File: src/rtl/stack_ctrl.sv
// stack_ctrl: command/response controller for a single-port-per-direction stack memory.
// PUSH writes through the memory write port in the accept cycle, POP/PEEK read the
// top word through a registered read address, and every non-NOP command returns
// exactly one response that is held until the consumer takes it.
module stack_ctrl #(
  parameter int DATA_WIDTH = 12,
  parameter int ADDR_WIDTH = 8
) (
  input  logic                  clock,
  input  logic                  reset_n,
  input  logic                  cmd_valid,
  output logic                  cmd_ready,
  input  logic [1:0]            cmd_op,
  input  logic [DATA_WIDTH-1:0] cmd_data,
  output logic                  rsp_valid,
  input  logic                  rsp_ready,
  output logic [DATA_WIDTH-1:0] rsp_data,
  output logic                  rsp_err,
  output logic                  mem_we,
  output logic [ADDR_WIDTH-1:0] mem_in_address,
  output logic [DATA_WIDTH-1:0] mem_in_data,
  output logic [ADDR_WIDTH-1:0] mem_out_address,
  input  logic [DATA_WIDTH-1:0] mem_out_data,
  output logic [ADDR_WIDTH:0]   sp_count,
  output logic                  full,
  output logic                  empty
);

  typedef enum logic [1:0] {
    IDLE = 2'd0,
    READ = 2'd1,
    RESP = 2'd2
  } state_t;

  localparam logic [1:0] OP_NOP  = 2'b00;
  localparam logic [1:0] OP_PUSH = 2'b01;
  localparam logic [1:0] OP_POP  = 2'b10;
  localparam logic [1:0] OP_PEEK = 2'b11;

  // Occupancy constants: depth is one past the largest address, so the count
  // register carries one extra bit to represent a completely full stack.
  localparam logic [ADDR_WIDTH:0]   DEPTH     = {1'b1, {ADDR_WIDTH{1'b0}}};
  localparam logic [ADDR_WIDTH:0]   CNT_ZERO  = {(ADDR_WIDTH+1){1'b0}};
  localparam logic [ADDR_WIDTH:0]   CNT_ONE   = {{ADDR_WIDTH{1'b0}}, 1'b1};
  localparam logic [ADDR_WIDTH-1:0] ADDR_ZERO = {ADDR_WIDTH{1'b0}};
  localparam logic [ADDR_WIDTH-1:0] ADDR_ONE  = {{(ADDR_WIDTH-1){1'b0}}, 1'b1};
  localparam logic [DATA_WIDTH-1:0] DATA_ZERO = {DATA_WIDTH{1'b0}};

  state_t                state_r;
  state_t                state_next_s;
  logic [ADDR_WIDTH:0]   sp_count_r;
  logic [ADDR_WIDTH:0]   sp_count_next_s;
  logic [ADDR_WIDTH-1:0] mem_out_address_r;
  logic [ADDR_WIDTH-1:0] mem_out_address_next_s;
  logic [DATA_WIDTH-1:0] rsp_data_r;
  logic [DATA_WIDTH-1:0] rsp_data_next_s;
  logic                  rsp_err_r;
  logic                  rsp_err_next_s;
  logic                  push_ok_s;
  logic                  full_s;
  logic                  empty_s;
  logic [ADDR_WIDTH-1:0] top_address_s;

  // Occupancy decodes and the address of the current top-of-stack word.
  // With a full stack the low count bits are zero, so subtracting one lands
  // on the last address without needing the extra count bit.
  always_comb begin
    full_s        = (sp_count_r == DEPTH);
    empty_s       = (sp_count_r == CNT_ZERO);
    top_address_s = sp_count_r[ADDR_WIDTH-1:0] - ADDR_ONE;
  end

  // Next-state and next-register computation for the command/response FSM.
  always_comb begin
    state_next_s           = state_r;
    sp_count_next_s        = sp_count_r;
    mem_out_address_next_s = mem_out_address_r;
    rsp_data_next_s        = rsp_data_r;
    rsp_err_next_s         = rsp_err_r;
    push_ok_s              = 1'b0;
    case (state_r)
      IDLE: begin
        if (cmd_valid) begin
          case (cmd_op)
            OP_PUSH: begin
              rsp_data_next_s = DATA_ZERO;
              state_next_s    = RESP;
              if (!full_s) begin
                push_ok_s       = 1'b1;
                sp_count_next_s = sp_count_r + CNT_ONE;
                rsp_err_next_s  = 1'b0;
              end else begin
                rsp_err_next_s  = 1'b1;
              end
            end
            OP_POP, OP_PEEK: begin
              if (!empty_s) begin
                mem_out_address_next_s = top_address_s;
                state_next_s           = READ;
                if (cmd_op == OP_POP) begin
                  sp_count_next_s = sp_count_r - CNT_ONE;
                end else begin
                  sp_count_next_s = sp_count_r;
                end
              end else begin
                rsp_data_next_s = DATA_ZERO;
                rsp_err_next_s  = 1'b1;
                state_next_s    = RESP;
              end
            end
            OP_NOP: begin
              state_next_s = IDLE;
            end
            default: begin
              state_next_s = IDLE;
            end
          endcase
        end else begin
          state_next_s = IDLE;
        end
      end
      READ: begin
        // The read address was registered on accept; memory data is valid now.
        rsp_data_next_s = mem_out_data;
        rsp_err_next_s  = 1'b0;
        state_next_s    = RESP;
      end
      RESP: begin
        if (rsp_ready) begin
          state_next_s = IDLE;
        end else begin
          state_next_s = RESP;
        end
      end
      default: begin
        state_next_s = IDLE;
      end
    endcase
  end

  // State and datapath registers with synchronous active-low reset.
  always_ff @(posedge clock) begin
    if (!reset_n) begin
      state_r           <= IDLE;
      sp_count_r        <= CNT_ZERO;
      mem_out_address_r <= ADDR_ZERO;
      rsp_data_r        <= DATA_ZERO;
      rsp_err_r         <= 1'b0;
    end else begin
      state_r           <= state_next_s;
      sp_count_r        <= sp_count_next_s;
      mem_out_address_r <= mem_out_address_next_s;
      rsp_data_r        <= rsp_data_next_s;
      rsp_err_r         <= rsp_err_next_s;
    end
  end

  // Output drive: handshakes decode the state, the write port is qualified
  // by reset so no write can escape while reset is asserted.
  always_comb begin
    cmd_ready       = (state_r == IDLE);
    rsp_valid       = (state_r == RESP);
    rsp_data        = rsp_data_r;
    rsp_err         = rsp_err_r;
    mem_we          = push_ok_s & reset_n;
    mem_in_address  = sp_count_r[ADDR_WIDTH-1:0];
    mem_in_data     = cmd_data;
    mem_out_address = mem_out_address_r;
    sp_count        = sp_count_r;
    full            = full_s;
    empty           = empty_s;
  end

endmodule

File: config.mk
export PLATFORM = sky130hd
export DESIGN_NAME = stack_ctrl
export DESIGN_NICKNAME = d
export VERILOG_FILES = /design/src/rtl/stack_ctrl.sv
export SDC_FILE = /design/constraint.sdc
export NUM_CORES = 1
export LEC_CHECK = 0
export ABC_AREA = 1
export CORE_ASPECT_RATIO = 0.5
export CORE_MARGIN = 3
export CORE_UTILIZATION = 40
export DETAILED_ROUTE_END_ITERATION = 12
export PLACE_DENSITY_LB_ADDON = 0.12
export SYNTH_ARGS = -nofsm -noshare
export SYNTH_HDL_FRONTEND = slang
export SYNTH_SLANG_ARGS = --single-unit
File: constraint.sdc
create_clock -name clock -period 2.56 [get_ports clock]
set_input_delay 0.256 -clock clock [delete_from_list [all_inputs] [get_ports clock]]
set_output_delay 0.256 -clock clock [all_outputs]
set_load 0.02 [all_outputs]
==> results.md <==
Logic synthesis:
- The commonest cells after synthesis are sky130_fd_sc_hd__nand2_1 (86), sky130_fd_sc_hd__inv_1 (42), sky130_fd_sc_hd__nor2_1 (34), sky130_fd_sc_hd__dfxtp_1 (32), sky130_fd_sc_hd__buf_4 (20).
- After synthesis the netlist holds a flip-flop and latch count of 32.
- For this run, asynchronously set or reset flops after synthesis account for 0%.
- Yosys instantiated no cell more often than sky130_fd_sc_hd__nand2_1.
- Counting distinct cell types in the post-synthesis netlist gives 32.
- The share of the Yosys chip area taken by registers is 28.52%.
- The number of warnings issued by yosys is 0.
- The top flip-flop cell by instance count after synthesis is sky130_fd_sc_hd__dfxtp_1.
- In this run the biggest area consumer among cell types represents 28.52% of the synthesized area.
- The synthesized design contains 0 enable-type register cells.
- The synthesized netlist occupies a cell area of 2246 sq um.
- sky130_fd_sc_hd__dfxtp_1 takes more of the synthesized area than any other cell.
- The synthesized instance count is 325.
- The mean instance size in the synthesized netlist is 6.910 sq um.
- When the netlist entered floorplanning its net count stood at 368.
- Ranked by total cell area, the synthesized netlist is headed by sky130_fd_sc_hd__dfxtp_1 (29%), sky130_fd_sc_hd__nand2_1 (14%), sky130_fd_sc_hd__inv_1 (7.0%).

Timing:
- After layout, the minimum clock period comes to 2443 ps.
- The post-layout worst setup margin is 117.2 ps.
- The total count of hold-check failures in the final report is 0.
- The fmax is 409.4 MHz.
- The final cycle utilization of the critical path is 95.42%.
- In this run the tightest slew margin relative to its limit is 77.62%.
- The final-report max-slew violation count is 0.
- On the final layout, the worst clock skew is 8.775 ps.
- Summed over all failing endpoints, the final setup total negative slack is 0 ps.
- Setup repair after global routing left no endpoint under its margin.
- The transition time at the pin with the least slew margin is 334.6 ps.
- Setup violations remaining at the end of the flow were counted as 0.

Floorplan:
- In this run the standard cell core region covers 5157 sq um.
- The row count is 18.
- The initial core utilization is 43.55%.
- The x dimension of the die is 112.0 microns.
- The die is 58.99 microns tall.
- The number of top-level design ports is 85.
- The die covers 6605 sq um.

Pwr:
- For this design the ratio of total power to cell area is 672.5 nW/um^2.
- In this run switching power makes up 36.79% of total power.
- Of the total power, the clock network draws 27.0%.
- The share of total power dissipated in combinational logic is 42.3%.
- The internal power is 0.001238 W.
- The peak supply drop is 0.0002738 V.
- The standby leakage power is 1.328 nW.
- The share of total power dissipated in sequential elements is 30.7%.
- Summed over all nets, the switching power comes to 0.0007207 W.

Detailed routing:
- After detailed routing, no signal wire sits above met4.
- The vias after detailed routing is 2024.
- The final layout contains routed wiring with a total length of 5295 microns.
- The sum of met2 wire segment lengths after detailed routing is 2398 microns.
- The number of design rule violations left after detail routing is 0.
- Dividing the detail-routed wire length by the instance count gives 11.93 microns.
- After detailed routing, the wire length on met1 is 2545 microns.
- Using the TritonRoute via totals, the vias-per-cell ratio works out to 4.559.
- The antenna violation net count after detailed routing is 0.
- The routed design uses 262 microns of met3 wire.
- The first routing iteration left 95 violations.
- For this run, the detailed router's first-pass iteration total came to 4.

Cells and area:
- 0 antenna diodes ended up in the layout.
- The count of nets after finishing is 416.
- Counting the fill cells in the layout gives 505.
- The synthesis-to-finish area growth is 29.69%.
- The final instance count without filler cells is 444.
- The fraction of final layout cells with drive strength greater than 1 is 15.78%.

CTS:
- The number of setup buffers added after CTS is 0.
- In this run the clock root is driven by a sky130_fd_sc_hd__clkbuf_8.
- The maximum clock insertion buffer count is 2.
- The count of H-tree levels built during CTS is 2.
- The clock tree from TritonCTS is yes.
- After clock tree synthesis, the clock-pin slew on the worst setup and hold paths is 70 ps.
- The clock network latency to the later pin of the worst-skew pair is 290 ps.
- CTS saw 32 sinks.
- The TritonCTS buffer count is 5.

Place:
- The wire-length estimate of the detail-placed layout is 4112 microns.
- In this run, placement finished with an instance count of 436.
- At the end of routability-driven placement, the weighted congestion stood at 0.8690.
- The worst setup timing slack at the placement stage is 245.9 ps.
- In this run the tool buffered the top-level ports with 60 buffer cells.

Setup path:
- The length in cells of the worst reg-to-reg path is 9.
- The worst register-to-register path has a setup slack of 750 ps.
- The worst register-to-register path begins at sp_count[0].
- The maximum fanout encountered on the critical timing path is 7.
- The worst setup path is captured at a primary output.
- In this run the critical register-to-register path is captured at rsp_data[0].
- The critical path launch point type is a flip-flop.
- For the worst setup path, the data arrival time is 2190 ps.
- The worst setup path is of the flip-flop to primary output kind.
- Data on the critical path is required at its endpoint by 2300 ps.

Global route:
- Entering global routing, the biggest net connects 18 pins.
- The number of global-route vias before repair is 1832.
- The number of antenna violations at the first check in global routing is 0.
- The total routing usage reported by global routing is 15.72%.
- The first global-routing pass estimated 8459 microns of wire.
- The total congestion overflow after global routing is 0.

Min path:
- The endpoint of the worst hold-timing path is rsp_data[1].
- The min-delay analysis places its worst path in the category flip-flop to flip-flop.
- The worst hold path passes through 2 cells.
- The startpoint identified for the worst hold timing path is rsp_data[1].

Run status:
- The flow ran to the end, and the final reports show no timing, DRC or antenna violations.

Job:
- The total of max-cap violations is 0.
-- routing by layer --
metal,global-route usage [%],vias to the layer above
li1,-,1079
met1,19.71,888
met2,27.34,39
met3,3.568,18
met4,5.479,0
met5,0,-
-- how the worst max path moves through the flow --
| stage | start | slack (ps) | depth (start not counted) | end |
|---|---|---|---|---|
| after CTS | sp_count[0] | 100 | 7 | empty |
| final | sp_count[0] | 120 | 7 | empty |
| after floorplan | sp_count[0] | 380 | 7 | mem_we |
| after detailed placement | sp_count[0] | 250 | 8 | mem_we |
| after global routing | sp_count[0] | 0.3 | 7 | empty |
| after global placement | sp_count[0] | 330 | 8 | mem_we |
-- state kept, by name (all words and copies together) (netlist names) --
signal           flops
mem_out_address      8
rsp_data            12
rsp_err              1
sp_count             9
state_r              2
-- kinds of logic (layout without fill, tap and decap cells) --
family / after synthesis / after routing / synth area share [%]
XOR/XNOR: 5 / 5 / 1.950
AND/OR/NAND/NOR: 173 / 173 / 36.71
adder cells (fa/ha/maj): 13 / 13 / 7.576
flip-flops: 32 / 32 / 28.52
AO/OA/AOI/OAI: 31 / 31 / 9.025
buffers and inverters: 71 / 120 / 16.21
-- through the flow --
step | power [W] | util [%] | instance area [sq um] | hold WS [ps]
3_3_place_gp | 0.001429 | 54.05 | 2788 | 450.5
5_1_grt | 0.002083 | 56.48 | 2913 | 478.0
3_5_place_dp | 0.001443 | 54.05 | 2788 | 456.7
2_1_floorplan | 0.001214 | - | 2246 | 378.9
6_report | 0.001959 | 56.48 | 2913 | 461.9
4_1_cts | 0.001980 | 56.48 | 2913 | 469.3
-- placed cells by master, fill, tap and decap left out, types with 7 or more instances in the layout --
master / instances
sky130_fd_sc_hd__a21oi_1: 14
sky130_fd_sc_hd__a21oi_2: 11
sky130_fd_sc_hd__clkbuf_8: 7
sky130_fd_sc_hd__clkdlybuf4s50_1: 59
sky130_fd_sc_hd__dfxtp_1: 32
sky130_fd_sc_hd__ha_1: 12
sky130_fd_sc_hd__inv_1: 42
sky130_fd_sc_hd__nand2_1: 86
sky130_fd_sc_hd__nand2_2: 17
sky130_fd_sc_hd__nand3_1: 15
sky130_fd_sc_hd__nor2_1: 34
-- critical path, cell delays in order (launching register included) --
cell and delay (ps):
sky130_fd_sc_hd__dfxtp_1 380, sky130_fd_sc_hd__inv_1 220, sky130_fd_sc_hd__ha_1 210, sky130_fd_sc_hd__nand3_1 120, sky130_fd_sc_hd__nor2_4 180, sky130_fd_sc_hd__nand2_4 100
sky130_fd_sc_hd__inv_1 80, sky130_fd_sc_hd__clkdlybuf4s50_1 600
-- power by group through the flow --
stage | combinational (W) | clock [W] | sequential [W]
final | 0.000829 | 0.000530 | 0.000600
after global routing | 0.000909 | 0.000565 | 0.000609
after CTS | 0.000834 | 0.000544 | 0.000602
after detailed placement | 0.000830 | 0 | 0.000613
after global placement | 0.000819 | 0 | 0.000610
after floorplan | 0.000550 | 0 | 0.000664
-- final cells by class --
class                      instances  area, sq um  share of cell area, %
clock buffer                       7        96.34                  3.308
clock inverter                     1        30.03                  1.031
timing repair buffer              66        644.4                  22.12
sequential                        32        640.6                  21.99
tap                               70        87.58                  3.007
inverter                          46        172.7                  5.928
multi-input combinational        222         1241                  42.61
-- timing repair --
action	CTS	global route
hold endpoints to repair	0	0
hold buffers	0	0
endpoints found under the setup margin	1	0
resized for setup	1	0
Note: power is estimated with default switching activity, not from simulation.
